[src/rtl/ps2_keyboard_rx_if.sv]
// PS/2 receiver line/event bundle: raw keyboard clock/data in, key event and frame error out.
// Latency: none (wiring only).
// Backpressure: none; key events are toggle-strobed and frame errors are single-cycle pulses.
// Ports: ps2_clk, ps2_data (raw lines toward the receiver), ps2_key[10:0] (event), frame_err (pulse).
// The receiver uses the slave modport; whatever drives the lines uses the master modport.
interface ps2_keyboard_rx_if;
  logic        ps2_clk;
  logic        ps2_data;
  logic [10:0] ps2_key;
  logic        frame_err;

  modport master (
    output ps2_clk,
    output ps2_data,
    input  ps2_key,
    input  frame_err
  );

  modport slave (
    input  ps2_clk,
    input  ps2_data,
    output ps2_key,
    output frame_err
  );
endinterface

[src/rtl/ps2_keyboard_rx.sv]
// PS/2 set-2 keyboard receiver: deserialises frames and publishes toggle-strobed key events.
// Latency: event 1 clk after the filtered stop-bit fall (2 clk + FILTER_LEN ce_11m after the line edge).
// Backpressure: none; consumer watches ps2_key[10] for a change, events are >= one PS/2 frame apart.
// Ports: clk, reset_n (async active-low), ce_11m (sample enable),
//        ps2_if.slave: ps2_clk/ps2_data in, ps2_key[10:0] / frame_err out.
// Option: define PS2_TYPEMATIC_FILTER_EN to suppress repeated makes of a key already held.
module ps2_keyboard_rx #(
  parameter int FILTER_LEN = 8,
  parameter int TIMEOUT    = 2048
) (
  input  logic              clk,
  input  logic              reset_n,
  input  logic              ce_11m,
  ps2_keyboard_rx_if.slave  ps2_if
);

  localparam logic [3:0]  FILT_LAST = 4'(FILTER_LEN - 1);
  localparam logic [11:0] TO_LAST   = 12'(TIMEOUT - 1);

  typedef enum logic [1:0] {
    S_IDLE,
    S_DATA,
    S_PARITY,
    S_STOP
  } state_t;

  // Two-flop synchronisers for the asynchronous PS/2 lines.
  logic r_clk_s1, r_clk_s2;
  logic r_dat_s1, r_dat_s2;

  always_ff @(posedge clk or negedge reset_n) begin
    if (!reset_n) begin
      r_clk_s1 <= 1'b1;
      r_clk_s2 <= 1'b1;
      r_dat_s1 <= 1'b1;
      r_dat_s2 <= 1'b1;
    end else begin
      r_clk_s1 <= ps2_if.ps2_clk;
      r_clk_s2 <= r_clk_s1;
      r_dat_s1 <= ps2_if.ps2_data;
      r_dat_s2 <= r_dat_s1;
    end
  end

  // Glitch filter: the filtered level only follows the line after FILTER_LEN
  // consecutive differing samples; any agreeing sample restarts the count.
  logic       r_filt_clk;
  logic [3:0] r_filt_cnt;
  logic       w_diff;
  logic       w_flip;
  logic       w_fall;

  assign w_diff = (r_clk_s2 != r_filt_clk);
  assign w_flip = ce_11m && w_diff && (r_filt_cnt == FILT_LAST);
  assign w_fall = w_flip && r_filt_clk;

  always_ff @(posedge clk or negedge reset_n) begin
    if (!reset_n) begin
      r_filt_clk <= 1'b1;
      r_filt_cnt <= 4'd0;
    end else if (ce_11m) begin
      if (!w_diff) begin
        r_filt_cnt <= 4'd0;
      end else if (r_filt_cnt == FILT_LAST) begin
        r_filt_clk <= ~r_filt_clk;
        r_filt_cnt <= 4'd0;
      end else begin
        r_filt_cnt <= r_filt_cnt + 4'd1;
      end
    end
  end

  // Frame FSM and byte interpretation.
  state_t      r_state;
  logic [7:0]  r_shift;
  logic [2:0]  r_bit_cnt;
  logic        r_par_ok;
  logic [11:0] r_to_cnt;
  logic        r_ext;
  logic        r_brk;
  logic [2:0]  r_skip;
  logic [10:0] r_key;
  logic        r_frame_err;
`ifdef PS2_TYPEMATIC_FILTER_EN
  logic [511:0] r_held;
  logic [8:0]   w_held_idx;
  assign w_held_idx = {r_ext, r_shift};
`endif

  // Controller chatter that never forms a key when no prefix is pending.
  logic w_is_noise;
  assign w_is_noise = (r_shift == 8'hAA) || (r_shift == 8'hFA) || (r_shift == 8'hEE) ||
                      (r_shift == 8'hFE) || (r_shift == 8'h00) || (r_shift == 8'hFF);

  always_ff @(posedge clk or negedge reset_n) begin
    if (!reset_n) begin
      r_state     <= S_IDLE;
      r_shift     <= 8'h00;
      r_bit_cnt   <= 3'd0;
      r_par_ok    <= 1'b0;
      r_to_cnt    <= 12'd0;
      r_ext       <= 1'b0;
      r_brk       <= 1'b0;
      r_skip      <= 3'd0;
      r_key       <= 11'h000;
      r_frame_err <= 1'b0;
`ifdef PS2_TYPEMATIC_FILTER_EN
      r_held      <= '0;
`endif
    end else begin
      r_frame_err <= 1'b0;
      if (r_state == S_IDLE) begin
        r_to_cnt <= 12'd0;
        if (w_fall && !r_dat_s2) begin
          r_state   <= S_DATA;
          r_bit_cnt <= 3'd0;
        end
      end else if (w_fall) begin
        // A fall in the same tick as timeout expiry takes priority.
        r_to_cnt <= 12'd0;
        case (r_state)
          S_DATA: begin
            r_shift   <= {r_dat_s2, r_shift[7:1]};
            r_bit_cnt <= r_bit_cnt + 3'd1;
            if (r_bit_cnt == 3'd7) begin
              r_state <= S_PARITY;
            end
          end
          S_PARITY: begin
            r_par_ok <= ^{r_shift, r_dat_s2};
            r_state  <= S_STOP;
          end
          default: begin
            r_state <= S_IDLE;
            if (r_dat_s2 && r_par_ok) begin
              if (r_skip != 3'd0) begin
                r_skip <= r_skip - 3'd1;
              end else if (r_shift == 8'hE0) begin
                r_ext <= 1'b1;
              end else if (r_shift == 8'hF0) begin
                r_brk <= 1'b1;
              end else if (r_shift == 8'hE1) begin
                // Pause: swallow the remaining 7 bytes of the sequence.
                r_skip <= 3'd7;
              end else if (!(w_is_noise && !r_ext && !r_brk)) begin
`ifdef PS2_TYPEMATIC_FILTER_EN
                if (r_brk) begin
                  r_held[w_held_idx] <= 1'b0;
                  r_key <= {~r_key[10], ~r_brk, r_ext, r_shift};
                end else if (!r_held[w_held_idx]) begin
                  r_held[w_held_idx] <= 1'b1;
                  r_key <= {~r_key[10], ~r_brk, r_ext, r_shift};
                end
`else
                r_key <= {~r_key[10], ~r_brk, r_ext, r_shift};
`endif
                r_ext <= 1'b0;
                r_brk <= 1'b0;
              end
            end else begin
              r_frame_err <= 1'b1;
              r_ext       <= 1'b0;
              r_brk       <= 1'b0;
              r_skip      <= 3'd0;
            end
          end
        endcase
      end else if (ce_11m) begin
        if (r_to_cnt == TO_LAST) begin
          r_frame_err <= 1'b1;
          r_state     <= S_IDLE;
          r_to_cnt    <= 12'd0;
          r_ext       <= 1'b0;
          r_brk       <= 1'b0;
          r_skip      <= 3'd0;
        end else begin
          r_to_cnt <= r_to_cnt + 12'd1;
        end
      end
    end
  end

  assign ps2_if.ps2_key   = r_key;
  assign ps2_if.frame_err = r_frame_err;

endmodule
[src/flat_wrapper.sv]
// flat-port wrapper written by rule: the top's interface ports become plain ports
module ps2_keyboard_rx_flat 
#(
  parameter int FILTER_LEN = 8,
  parameter int TIMEOUT    = 2048
)
  (clk, reset_n, ce_11m, ps2_if_ps2_clk, ps2_if_ps2_data, ps2_if_ps2_key, ps2_if_frame_err);
  ps2_keyboard_rx_if ps2_if_i ();
  input  logic clk;
  input  logic reset_n;
  input  logic ce_11m;
  input wire logic [$bits(ps2_if_i.ps2_clk)-1:0] ps2_if_ps2_clk;
  input wire logic [$bits(ps2_if_i.ps2_data)-1:0] ps2_if_ps2_data;
  output wire logic [$bits(ps2_if_i.ps2_key)-1:0] ps2_if_ps2_key;
  output wire logic [$bits(ps2_if_i.frame_err)-1:0] ps2_if_frame_err;
  assign ps2_if_i.ps2_clk = ps2_if_ps2_clk;
  assign ps2_if_i.ps2_data = ps2_if_ps2_data;
  assign ps2_if_ps2_key = ps2_if_i.ps2_key;
  assign ps2_if_frame_err = ps2_if_i.frame_err;
  ps2_keyboard_rx #(.FILTER_LEN(FILTER_LEN), .TIMEOUT(TIMEOUT)) u_core (.clk(clk), .reset_n(reset_n), .ce_11m(ce_11m), .ps2_if(ps2_if_i));
endmodule
[config.mk]
export PLATFORM = sky130hd
export DESIGN_NAME = ps2_keyboard_rx_flat
export DESIGN_NICKNAME = d
export VERILOG_FILES = /design/src/rtl/ps2_keyboard_rx_if.sv /design/src/rtl/ps2_keyboard_rx.sv /design/src/flat_wrapper.sv
export SDC_FILE = /design/constraint.sdc
export NUM_CORES = 1
export LEC_CHECK = 0
export ABC_CLOCK_PERIOD_IN_PS = 2480
export BUFFER_PORTS_ARGS = -buffer_cell sky130_fd_sc_hd__buf_2
export CORE_AREA = 10 10 79 81
export DETAILED_ROUTE_END_ITERATION = 12
export DIE_AREA = 0 0 89 91
export GPL_TIMING_DRIVEN = 0
export PLACE_DENSITY = 0.79
export SYNTH_ARGS = -nofsm -noshare
export SYNTH_HDL_FRONTEND = slang
export SYNTH_SLANG_ARGS = --single-unit
[constraint.sdc]
create_clock -name clk -period 2.48 [get_ports clk]
set_clock_uncertainty 0.05 [all_clocks]
set_input_delay 0.248 -clock clk [delete_from_list [all_inputs] [get_ports clk]]
set_output_delay 0.248 -clock clk [all_outputs]
set_load 0.05 [all_outputs]
# Yosys cells after proc, flatten, opt, wreduce, memory -nomap -nowiden
# Index checks and enable logic that the tools add are counted.
# word_totals
in_bits	5
out_inout_bits	12
ff_bits	52
n_memories	0
mem_bits_ro	0
latchBits	0
ramBits	0
elab_cells	140
# classes
n_lt_le_gt_ge	0
n_bitwise	10
n_reduce_logical	35
n_mux	48
n_eq_ne	27
shift	0
div_mod_pow	0
mul	0
add_sub_neg	4
# ops
op	count
8-bit == test (second input constant)	8
12-bit 2-to-1 mux	4
3-bit 2-to-1 mux	13
4-bit inequality test (second input constant)	9
1-bit 2-to-1 mux	22
8-bit AND reduction	2
12-bit by 1-bit adder with 12-bit output (second input constant)	1
12-bit by 11-bit == test with 1-bit output (second input constant)	1
2-bit 2-to-1 mux	6
3-bit AND reduction	4
1-bit inverter	10
9-bit AND reduction	1
3-bit nonzero test	3
9-bit parity	1
8-bit zero test	1
4-bit 2-to-1 mux	2
2-bit nonzero test	4
1-bit logical AND	7
7-bit AND reduction	1
3-bit inequality test (second input constant)	2
1-bit logical OR	5
4-bit by 1-bit adder with 4-bit output (second input constant)	1
4-bit by 3-bit == test with 1-bit output (second input constant)	1
2-bit inequality test (second input constant)	2
11 further kinds	13

# Longest topological paths before layout
# Gate-level depths: netlist of the first run.
# depth
word_depth	16
mapped_depth	8
depth_no_buf	7

# Least setup slack after synthesis of the first run
# Ideal clock, no wire load.
# synth_path
path_type	register -> register
start	reg u_core.r_filt_cnt[0]
end	reg u_core.r_key[1] (netlist: u_core.ps2_if.ps2_key[1])
stages_incl_launch_ff	8
t_arrival_ns	1.867
setup_ns	0.125
path_slack_ns	0.437
required_time_ns	2.305
path_cell_list	dfrtp_1 > ha_1 > and4b_2 > nand4b_4 > nor4b_2 > nand3_2 > buf_6 > mux2_4
# synth_between
elab_chain_len	4
# synth_rtl
element	line	text
start: declaration	ps2_keyboard_rx.sv:48	logic [3:0] r_filt_cnt;
start signal: assignment	ps2_keyboard_rx.sv:68	r_filt_cnt <= r_filt_cnt + 4'd1;
4-bit by 3-bit == test with 1-bit output	ps2_keyboard_rx.sv:54	assign w_flip = ce_11m && w_diff && (r_filt_cnt == FILT_LAST);
1-bit logical AND	ps2_keyboard_rx.sv:54	
1-bit logical AND	ps2_keyboard_rx.sv:55	assign w_fall = w_flip && r_filt_clk;
9-bit AND reduction (no source line)	n/a	
end signal: assignment	ps2_keyboard_rx.sv:155	r_key <= {~r_key[10], ~r_brk, r_ext, r_shift};
end: declaration	ps2_keyboard_rx.sv:82	logic [10:0] r_key;
# Every way passes these cells.
# A chain may end at the register's enable or synchronous reset.

# Worst setup path in the final report of the first run
# layout_path
start	reg u_core.r_filt_cnt[0]
end	reg u_core.r_state[1]
# layout_between
elab_chain_len	6
# layout_rtl
element	line	text
4-bit by 3-bit == test with 1-bit output (*)	ps2_keyboard_rx.sv:54	
1-bit logical AND (*)	ps2_keyboard_rx.sv:54	
1-bit logical AND (*)	ps2_keyboard_rx.sv:55	
1-bit logical AND	ps2_keyboard_rx.sv:114	if (w_fall && !r_dat_s2) begin
2-bit inequality test (no source line)	n/a	
4-bit AND reduction (no source line)	n/a	
end signal: assignment	ps2_keyboard_rx.sv:115	r_state <= S_DATA;
end signal: assignment	ps2_keyboard_rx.sv:126	r_state <= S_PARITY;
end signal: assignment	ps2_keyboard_rx.sv:131	r_state <= S_STOP;
end: declaration	ps2_keyboard_rx.sv:74	state_t r_state;
# Every way passes the cells marked *; elsewhere a longest branch is shown, timed or not.

==> results_dict.tcl, run 1 <==
set metrics [dict create \
    status "finished, final reports clean" \
    yosysWarnings 0 \
    tightest_slew_ns 1.125 \
    synth-main-ff-cell "dfrtp_1" \
    grt_pass1_wl_um 9266 \
    drc_errors 0 \
    relSlewSlack_pct 25.00 \
    initial_core_util_pct 58.74 \
    path_clk_slew_ns 0.10 \
    overflow 0 \
    path_class "reg2reg" \
    grt_antenna_before_repair 0 \
    dp_hpwl_um 3740 \
    endpoint_kind "flop" \
    pin_count 17 \
    startpoint_type "flop" \
    wl_per_cell_um 15.62 \
    synthCells 258 \
    ys_types 49 \
    cts.sink_count 52 \
    tritoncts "built" \
    nets 298 \
    root_buffer "clkbuf_8" \
    portBuffers 16 \
    post_drt_via_cell_ratio 6.027 \
    cts_inserted_buffers 5 \
    finalNonFillerCells 338 \
    core-area_um2 4661 \
    worst_skew_pair.late_latency_ns 0.30 \
    dp.cells 328 \
    cts_buffer_depth 2 \
    syn2layout_area_growth_pct 9.415 \
    power_frac_comb_pct 15.8 \
    powerDensity_nw_per_um2 593.4 \
    post_cts_buffers 0 \
    track_usage_pct 13.95 \
    die-area_um2 8099 \
    drv_slew 0 \
    p_int_mw 1.257 \
    vias 2037 \
    grt_pass1_vias 2027 \
    worstPathArrival_ns 2.47 \
    synthTopCellsByArea "dfrtp_1 43%, dfstp_2 4.8%, ha_1 4.6%" \
    path_max_fanout 8 \
    switching_share_pct 29.27 \
    synth_edf_count 0 \
    period_needed_ns 2.323 \
    htreeDepth 2 \
    report.final.setup_viol 0 \
    firstDrtPassIters 4 \
    syn_nets 273 \
    required_ns 2.63 \
    peakVddDrop_v 0.0005335 \
    fin_crit_sh_pct 93.68 \
    r2r_cells 7 \
    syn-cell-area_um2 2738 \
    clkPwrFrac_pct 27.0 \
    maxCapViolations 0 \
    yosys.area.top_type "dfrtp_1" \
    fin_tns_setup_ns 0 \
    final_hold_viol_count 0 \
    drt_iter0_markers 157 \
    synth_seq_cells 52 \
    max_freq_mhz 430.4 \
    chipWidth_um 89 \
    routabilityCongestion 0.8777 \
    synthArstFlopShare_pct 100.0 \
    seq_area_frac_synth_pct 47.76 \
    diodes 0 \
    synth.most_common_cell "dfrtp_1" \
    leakage_nw 1.457 \
    final_util_pct 64.27 \
    placementRows 25 \
    rsz0062_at_grt "no" \
    grt_max_degree 53 \
    power_frac_seq_pct 57.2 \
    yosys-top-cells-count "47 x dfrtp_1, 25 x nor2_1, 22 x nand2_1, 13 x nand3_1, 13 x xnor2_1" \
    power.switching_mw 0.5203 \
    die_height_um 91 \
    avgSynthCellArea_um2 10.61 \
    wirelength_um 5281 \
    hp-class "in2async" \
    synth_top_area_share_pct 42.96 \
    layout-drive-gt1-share_pct 20.42 \
    ant_nets 0 \
]
==> sequential cells by signal, indices dropped and copies added (netlist names) <==
name and cells:
u_core.r_to_cnt 12, u_core.ps2_if.ps2_key 11, u_core.r_shift 8, u_core.r_filt_cnt 4
u_core.r_bit_cnt 3, u_core.r_skip 3, u_core.r_state 2, u_core.ps2_if.frame_err 1
u_core.r_brk 1, u_core.r_clk_s1 1, u_core.r_clk_s2 1, u_core.r_dat_s1 1
u_core.r_dat_s2 1, u_core.r_ext 1, u_core.r_filt_clk 1, u_core.r_par_ok 1
==> path summary, 6_finish.rpt <==
check / slack [ns] / endpoint / from
max in group asynchronous: 1.58 / u_core.r_to_cnt[5] / reset_n
worst min-delay path: 0.11 / u_core.r_to_cnt[7] / reset_n
min in group clk: 0.31 / u_core.r_dat_s2 / u_core.r_dat_s1
worst max-delay path: 0.16 / u_core.r_state[1] / u_core.r_filt_cnt[0]
worst min register to register: 0.31 / u_core.r_dat_s2 / u_core.r_dat_s1
worst max register to register: 0.16 / u_core.r_state[1] / u_core.r_filt_cnt[0]
==> cells by family (layout without fill, tap and decap cells) <==
logic type | count (synthesis) | after routing | synth area share [%]
adder cells (fa/ha/maj) | 10 | 10 | 4.570
AO/OA/AOI/OAI | 44 | 44 | 10.70
flip-flops | 52 | 52 | 47.76
XOR/XNOR | 16 | 16 | 5.119
buffers and inverters | 17 | 43 | 2.742
AND/OR/NAND/NOR | 98 | 98 | 19.70
multiplexers | 21 | 21 | 9.415
==> power by group through the flow <==
| stage | Combinational [mW] | Clock, mW | Sequential [mW] |
|---|---|---|---|
| floorplan | 0.215 | 0 | 1.01 |
| global placement | 0.268 | 0 | 1.03 |
| detailed placement | 0.281 | 0 | 1.03 |
| CTS | 0.284 | 0.491 | 1.02 |
| global route | 0.333 | 0.514 | 1.03 |
| finish | 0.280 | 0.480 | 1.02 |
==> stage by stage <==
stage	power (mW)	area, um2	hold slack [ns]	worst slack [ns]
after floorplan	1.227	2738	-0.09759	0.4374
after global placement	1.294	2885	0.2958	0.1869
after detailed placement	1.313	2885	0.2976	0.1805
after CTS	1.791	2994	0.1609	0.1660
after global routing	1.878	2995	0.2025	0.04788
final	1.777	2995	0.1089	0.1567
==> cells in the final DEF (no fill, tap or decap), types with 4 or more instances in the layout <==
cell type  instances
and3_1             6
xnor2_1           13
nand2_1           22
a21oi_1           10
dfrtp_1           47
inv_1              8
mux2_2            10
nor2_1            25
mux2_4             7
mux2i_1            4
clkbuf_8           5
ha_1              10
buf_2             19
o21ai_0           11
dfstp_2            5
nand3_1           13
nor2b_1            5
nand4b_1           4
clkbuf_1           5
==> worst max-delay path: stages, from the launching register on <==
cell	delay, ns
dfrtp_1	0.40
ha_1	0.25
nand4b_1	0.17
nor3b_2	0.50
or2_2	0.27
a21o_1	0.27
a21oi_1	0.10
a41o_1	0.22
==> what timing repair did <==
| action | CTS | global route |
|---|---|---|
| hold buffers | 2 | 0 |
| hold endpoints to repair | 2 | 0 |
| resized for setup | 0 | 2 |
| endpoints found under the setup margin | 0 | 6 |
==> cell type report <==
cell class / count / area (um2)
clock buffers: 6 / 72.57
repair buffers: 18 / 100.1
flip-flops and latches: 52 / 1308
clock inverters: 2 / 16.27
fillers: 385 / 1665
multi-input cells: 189 / 1355
well taps: 54 / 67.56
plain buffers: 9 / 46.29
inverters: 8 / 30.03
==> metal layers <==
metal,track usage (%),up-vias,part of all wire [%]
met5,0,-,0
met4,5.172,0,1.8
met3,2.770,10,3.7
met2,22.51,40,49
met1,17.90,1007,46
li1,-,980,-
Power figures use the tool's default switching activity.
==> run 2, diff against run 1 <==
--- a/config.mk
+++ b/config.mk
@@ -5,13 +5,14 @@
 export SDC_FILE = /design/constraint.sdc
 export NUM_CORES = 1
 export LEC_CHECK = 0
+export ABC_AREA = 1
 export ABC_CLOCK_PERIOD_IN_PS = 2480
 export BUFFER_PORTS_ARGS = -buffer_cell sky130_fd_sc_hd__buf_2
-export CORE_AREA = 10 10 79 81
+export CORE_AREA = 10 10 80 82
 export DETAILED_ROUTE_END_ITERATION = 12
-export DIE_AREA = 0 0 89 91
+export DIE_AREA = 0 0 90 92
 export GPL_TIMING_DRIVEN = 0
-export PLACE_DENSITY = 0.79
+export PLACE_DENSITY = 0.78
 export SYNTH_ARGS = -nofsm -noshare
 export SYNTH_HDL_FRONTEND = slang
 export SYNTH_SLANG_ARGS = --single-unit
==> run 2 against run 1 <==
  * Utilization decreased by 1.7 points
  * Synthesized cell count rose by 34%
  * Critical path type unchanged
  * Wire length up 1.5%
  * Critical path depth unchanged
  * Critical endpoint is now u_core.r_to_cnt[7]
  * Via count rose by 11%
  * Highest routed layer unchanged
==> results_dict.tcl, run 2 <==
set metrics [dict create \
    status "finished, final reports clean" \
    core-area_um2 4912 \
    post_drt_via_cell_ratio 5.147 \
    cts.sink_count 52 \
    synth-main-ff-cell "dfrtp_1" \
    syn2layout_area_growth_pct 10.09 \
    avgSynthCellArea_um2 8.087 \
    grt_max_degree 53 \
    post_cts_buffers 0 \
    rsz0062_at_grt "no" \
    synth.most_common_cell "nand2_1" \
    synthCells 345 \
    synth_top_area_share_pct 42.15 \
    final_hold_viol_count 0 \
    cts_inserted_buffers 5 \
    dp_hpwl_um 3941 \
    yosysWarnings 0 \
    synthArstFlopShare_pct 100.0 \
    syn-cell-area_um2 2790 \
    grt_antenna_before_repair 0 \
    gr-usage-met1_pct 16.30 \
    peakVddDrop_v 0.0003345 \
    htreeDepth 2 \
    drt_iter0_markers 155 \
    tightest_slew_ns 1.124 \
    routabilityCongestion 0.8701 \
    path_clk_slew_ns 0.09 \
    path_class "reg2reg" \
    worstPathArrival_ns 2.24 \
    grt_pass1_vias 2185 \
    die-area_um2 8280 \
    worst_skew_pair.late_latency_ns 0.30 \
    wl_per_cell_um 12.15 \
    use_met2_pct 21.67 \
    ant_nets 0 \
    synth_edf_count 0 \
    overflow 0 \
    largest_register_ffs 12 \
    drc_errors 0 \
    fin_crit_sh_pct 83.39 \
    vias 2270 \
    initial_core_util_pct 56.80 \
    fin_tns_setup_ns 0 \
    portBuffers 16 \
    required_ns 2.65 \
    die_height_um 92 \
    final_common_cell "nand2_1" \
    drv_slew 0 \
    syn_nets 360 \
    max_stage_delay_ns 0.38 \
    cpMaxStageDelayCell "dfrtp_1" \
    hp-class "in2async" \
    cts_buffer_depth 2 \
    wirelength_um 5358 \
    synthTopCellsByArea "dfrtp_1 42%, nand2_1 13%, nand3_1 5.0%" \
    met3_usage_pct 3.423 \
    crit_chain "inv_1 -> ha_1 -> nor2_1 -> inv_1 -> nand2_1 -> inv_1 -> nor3b_1" \
    root_buffer "clkbuf_8" \
    startpoint_type "flop" \
    leakage_nw 1.527 \
    cts.repair.resized 0 \
    rrSetupSlack_ns 0.41 \
    maxCapViolations 0 \
    top_usage_layer "met2" \
    powerDensity_nw_per_um2 547.6 \
    chipWidth_um 90 \
    seq_area_frac_synth_pct 46.86 \
    layout_common_cells "96 x nand2_1, 47 x dfrtp_1, 37 x nor2_1, 32 x inv_1, 28 x nand3_1" \
    endpoint_kind "flop" \
    max_freq_mhz 483.5 \
    track_usage_pct 13.25 \
    placementRows 26 \
    tritoncts "built" \
    cp_common_cell "inv_1" \
    yosys-top-cells-count "96 x nand2_1, 47 x dfrtp_1, 37 x nor2_1, 32 x inv_1, 28 x nand3_1" \
    relSlewSlack_pct 25.08 \
    yosys.area.top_type "dfrtp_1" \
    top_register "u_core.r_to_cnt" \
    path_max_fanout 7 \
    period_needed_ns 2.068 \
    grt_pass1_wl_um 9425 \
    diodes 0 \
    p_total_mw 1.682 \
    layout-drive-gt1-share_pct 13.48 \
    firstDrtPassIters 5 \
    ys_types 35 \
    nets 385 \
    synth_seq_cells 52 \
    report.final.setup_viol 0 \
    pin_count 17 \
]
## run 2: stage by stage
| stage | hold WS [ns] | util (%) | instance area (um2) | worst slack, ns | cells |
|---|---|---|---|---|---|
| after floorplan | -0.09759 | - | 2790 | 0.8431 | 345 |
| after global placement | 0.2953 | 60.21 | 2958 | 0.4488 | 431 |
| after detailed placement | 0.2972 | 60.21 | 2958 | 0.4347 | 431 |
| after CTS | 0.1263 | 62.53 | 3072 | 0.4245 | 441 |
| after global routing | 0.1409 | 62.53 | 3072 | 0.2046 | 441 |
| final | 0.09923 | 62.53 | 3072 | 0.4119 | 441 |
## run 2: routing by layer
| layer | up-vias | wire length, um |
|---|---|---|
| met3 | 7 | 238 |
| met2 | 48 | 2395 |
| met1 | 1048 | 2649 |
| met4 | 0 | 75 |
| met5 | - | 0 |
| li1 | 1167 | - |
## run 2: worst paths after layout
path | startpoint | to | depth (start not counted)
worst max-delay path | u_core.r_state[0] | u_core.r_to_cnt[7] | 7
worst min-delay path | reset_n | u_core.ps2_if.ps2_key[6] | 1
worst max register to register | u_core.r_state[0] | u_core.r_to_cnt[7] | 7
worst min register to register | u_core.r_dat_s1 | u_core.r_dat_s2 | 0
max in group asynchronous | reset_n | u_core.r_shift[3] | 1
min in group clk | ce_11m | u_core.r_filt_cnt[2] | 2
## run 2: critical path: cells and delay by family, from the launching register on
kind                       cells  cell delay [ns]
DFF                            1             0.38
and+or+nand+nor                3             0.79
buffers and inverters          3             0.45
adders and majority gates      1             0.30
## run 2: what timing repair did
item | in CTS | in global routing
setup endpoints to repair | 0 | 0
hold buffers | 2 | 0
endpoints found under the hold margin | 2 | 0
## run 2: cells by family after synthesis
kind of cell	share of synthesized area, %
multiplexers	0.7175
XOR/XNOR	3.453
adder cells (fa/ha/maj)	4.484
AND/OR/NAND/NOR	30.13
buffers and inverters	6.368
flip-flops	46.86
AO/OA/AOI/OAI	7.983
## run 2: report_power, final
group,switching (mW),internal [mW]
Sequential,0.0377,0.891
Clock,0.271,0.227
Combinational,0.175,0.0802
Total,0.483,1.20
## run 2: cell type report
class / instances / area, um2
multi-input combinational: 251 / 1305
clock inverter: 1 / 7.507
tap: 70 / 87.58
inverter: 35 / 131.4
timing repair buffer: 18 / 100.1
sequential: 52 / 1308
clock buffer: 7 / 86.33
fill: 428 / 1841
buffer: 7 / 46.29
==> run 3, diff against run 2 <==
--- a/config.mk
+++ b/config.mk
@@ -6,13 +6,13 @@
 export NUM_CORES = 1
 export LEC_CHECK = 0
 export ABC_AREA = 1
-export ABC_CLOCK_PERIOD_IN_PS = 2480
+export ABC_CLOCK_PERIOD_IN_PS = 1700
 export BUFFER_PORTS_ARGS = -buffer_cell sky130_fd_sc_hd__buf_2
-export CORE_AREA = 10 10 80 82
+export CORE_AREA = 10 10 83 85
 export DETAILED_ROUTE_END_ITERATION = 12
-export DIE_AREA = 0 0 90 92
+export DIE_AREA = 0 0 93 95
 export GPL_TIMING_DRIVEN = 0
-export PLACE_DENSITY = 0.78
+export PLACE_DENSITY = 0.76
 export SYNTH_ARGS = -nofsm -noshare
 export SYNTH_HDL_FRONTEND = slang
 export SYNTH_SLANG_ARGS = --single-unit
==> constraint.sdc (replaced) <==
create_clock -name clk -period 1.7 [get_ports clk]
set_clock_uncertainty 0.05 [all_clocks]
set_input_delay 0.17 -clock clk [delete_from_list [all_inputs] [get_ports clk]]
set_output_delay 0.17 -clock clk [all_outputs]
set_load 0.05 [all_outputs]
==> run 3 against run 2 <==
  * The run now ends with negative setup slack left
  * Global-route usage increased by 1.3 points
  * Clock power up 40%
  * Sequential share of layout area decreased by 5.6 points
  * Setup slack worse by 0.49 ns
  * Final cell count up 7.3%
  * Wire length grew 28%
  * Critical path type unchanged
  * Critical endpoint is now u_core.ps2_if.ps2_key[6]
==> results_dict.tcl, run 3 (synthesized netlist as in run 2, its figures left out) <==
set metrics [dict create \
    status "finished with violations" \
    violations "negative setup slack" \
    maxCapViolations 0 \
    relSlewSlack_pct 23.91 \
    tritoncts "built" \
    root_buffer "clkbuf_8" \
    powerDensity_nw_per_um2 787.6 \
    grt_pass1_wl_um 10580 \
    syn2layout_area_growth_pct 26.91 \
    layout-drive-gt1-share_pct 33.42 \
    period_needed_ns 1.780 \
    crit_buf_inv 1 \
    wl_per_cell_um 14.44 \
    initial_core_util_pct 52.27 \
    placementRows 27 \
    cts_inserted_buffers 5 \
    cts.sink_count 52 \
    met3_length_um 373 \
    peakVddDrop_v 0.0004870 \
    fin_crit_sh_pct 104.7 \
    crit_chain "ha_2 -> nand3_4 -> nor2_4 -> nand3_4 -> nor2_4 -> o211a_4 -> nand2_4 -> buf_6 -> nand2_2 -> nand2_1" \
    final_hold_viol_count 0 \
    routabilityCongestion 0.8649 \
    dp_hpwl_um 4034 \
    layout_common_cells "75 x nand2_1, 45 x dfrtp_1, 27 x nor2_1, 26 x inv_1, 26 x buf_4" \
    drv_slew 0 \
    worstPathArrival_ns 1.94 \
    fillers 451 \
    cpMaxStageDelayCell "dfrtp_1" \
    startpoint_type "flop" \
    final_util_pct 66.34 \
    firstDrtPassIters 5 \
    worst_skew_pair.late_latency_ns 0.31 \
    regArea_um2 1310 \
    grt_max_degree 53 \
    report.final.setup_viol 18 \
    diodes 0 \
    dp.cells 433 \
    track_usage_pct 14.57 \
    chipWidth_um 93 \
    grt_antenna_before_repair 0 \
    vias 2562 \
    layout_setup_ws_ns -0.07973 \
    met1_length_um 2974 \
    final_common_cell "nand2_1" \
    max_freq_mhz 561.9 \
    drc_errors 0 \
    htreeDepth 2 \
    finalNonFillerCells 473 \
    die_height_um 95 \
    overflow 0 \
    critPathTopFamily "simple AND/OR/NAND/NOR gates" \
    top_layer "met4" \
    ant_nets 0 \
    pin_count 17 \
    leakage_nw 1.704 \
    cts_buffer_depth 2 \
    wl_met2_um 3337 \
    nets 415 \
    top_register "u_core.r_to_cnt" \
    tightest_slew_ns 1.141 \
    rsz0062_at_grt "yes" \
    portBuffers 16 \
    post_drt_via_cell_ratio 5.416 \
    die-area_um2 8835 \
    hp-class "in2async" \
    required_ns 1.86 \
    path_class "reg2reg" \
    grt_pass1_vias 2319 \
    multi_input_area_um2 1520 \
    core-area_um2 5338 \
    max_stage_delay_ns 0.37 \
    largest_register_ffs 12 \
    path_max_fanout 6 \
    drt_iter0_markers 224 \
    path_clk_slew_ns 0.10 \
    wirelength_um 6832 \
    endpoint_kind "flop" \
]
==> run 3: cell count changes in the layout (fill, tap and decap cells not counted), sizes merged <==
| cell | delta |
|---|---|
| buf | +30 |
| clkinv | +1 |
| clkinvlp | -1 |
==> run 3: layout make-up <==
type | count | area share [%]
repair buffers | 48 | 9.717
well taps | 72 | 2.544
clock inverters | 1 | 0.1413
multi-input cells | 251 | 42.93
clock buffers | 7 | 2.155
plain buffers | 7 | 1.590
inverters | 35 | 3.922
flip-flops and latches | 52 | 37.00
==> run 3: power breakdown <==
part | total, mW | internal, mW | leakage, nW | switching, mW
Combinational | 0.730 | 0.297 | 0.980 | 0.433
Sequential | 1.36 | 1.30 | 0.681 | 0.0604
Clock | 0.699 | 0.290 | 0.0422 | 0.408
==> run 3: metal layers <==
layer	track usage, %	vias to the layer above
met5	0	-
met4	5.013	0
met3	3.489	15
met2	23.89	83
met1	18.41	1234
li1	-	1230
==> run 3: worst paths after layout <==
kind | from | depth (start not counted) | slack [ns] | end
max in group asynchronous | reset_n | 1 | 0.80 | u_core.r_shift[6]
hold reg to reg | u_core.r_clk_s1 | 0 | 0.31 | u_core.r_clk_s2
setup reg to reg | u_core.r_filt_cnt[0] | 10 | -0.08 | u_core.ps2_if.ps2_key[6]
hold / removal | reset_n | 1 | 0.04 | u_core.ps2_if.ps2_key[3]
setup / recovery | u_core.r_filt_cnt[0] | 10 | -0.08 | u_core.ps2_if.ps2_key[6]
min in group clk | ce_11m | 2 | 0.11 | u_core.r_filt_cnt[2]
==> run 3: repair_timing <==
action / in CTS / in global routing
setup endpoints to repair: 35 / 42
hold buffers: 2 / 0
buffers inserted: 16 / 13
endpoints found under the hold margin: 2 / 0
pin swaps: 7 / 10
cloned: 1 / 0
gates resized for setup: 28 / 61
==> run 3: metrics by stage <==
stage	setup slack (ns)	cell area [um2]	power (mW)	hold WS [ns]	TNS (ns)
4_1_cts	-0.04596	3266	2.567	0.07779	-0.4807
3_3_place_gp	-0.3318	2960	1.741	0.2250	-4.497
5_1_grt	-0.2096	3541	2.905	0.1267	-3.432
3_5_place_dp	-0.3506	2960	1.760	0.2289	-5.339
2_1_floorplan	0.06307	2790	1.636	-0.1756	0
6_report	-0.07973	3541	2.789	0.03819	-1.052
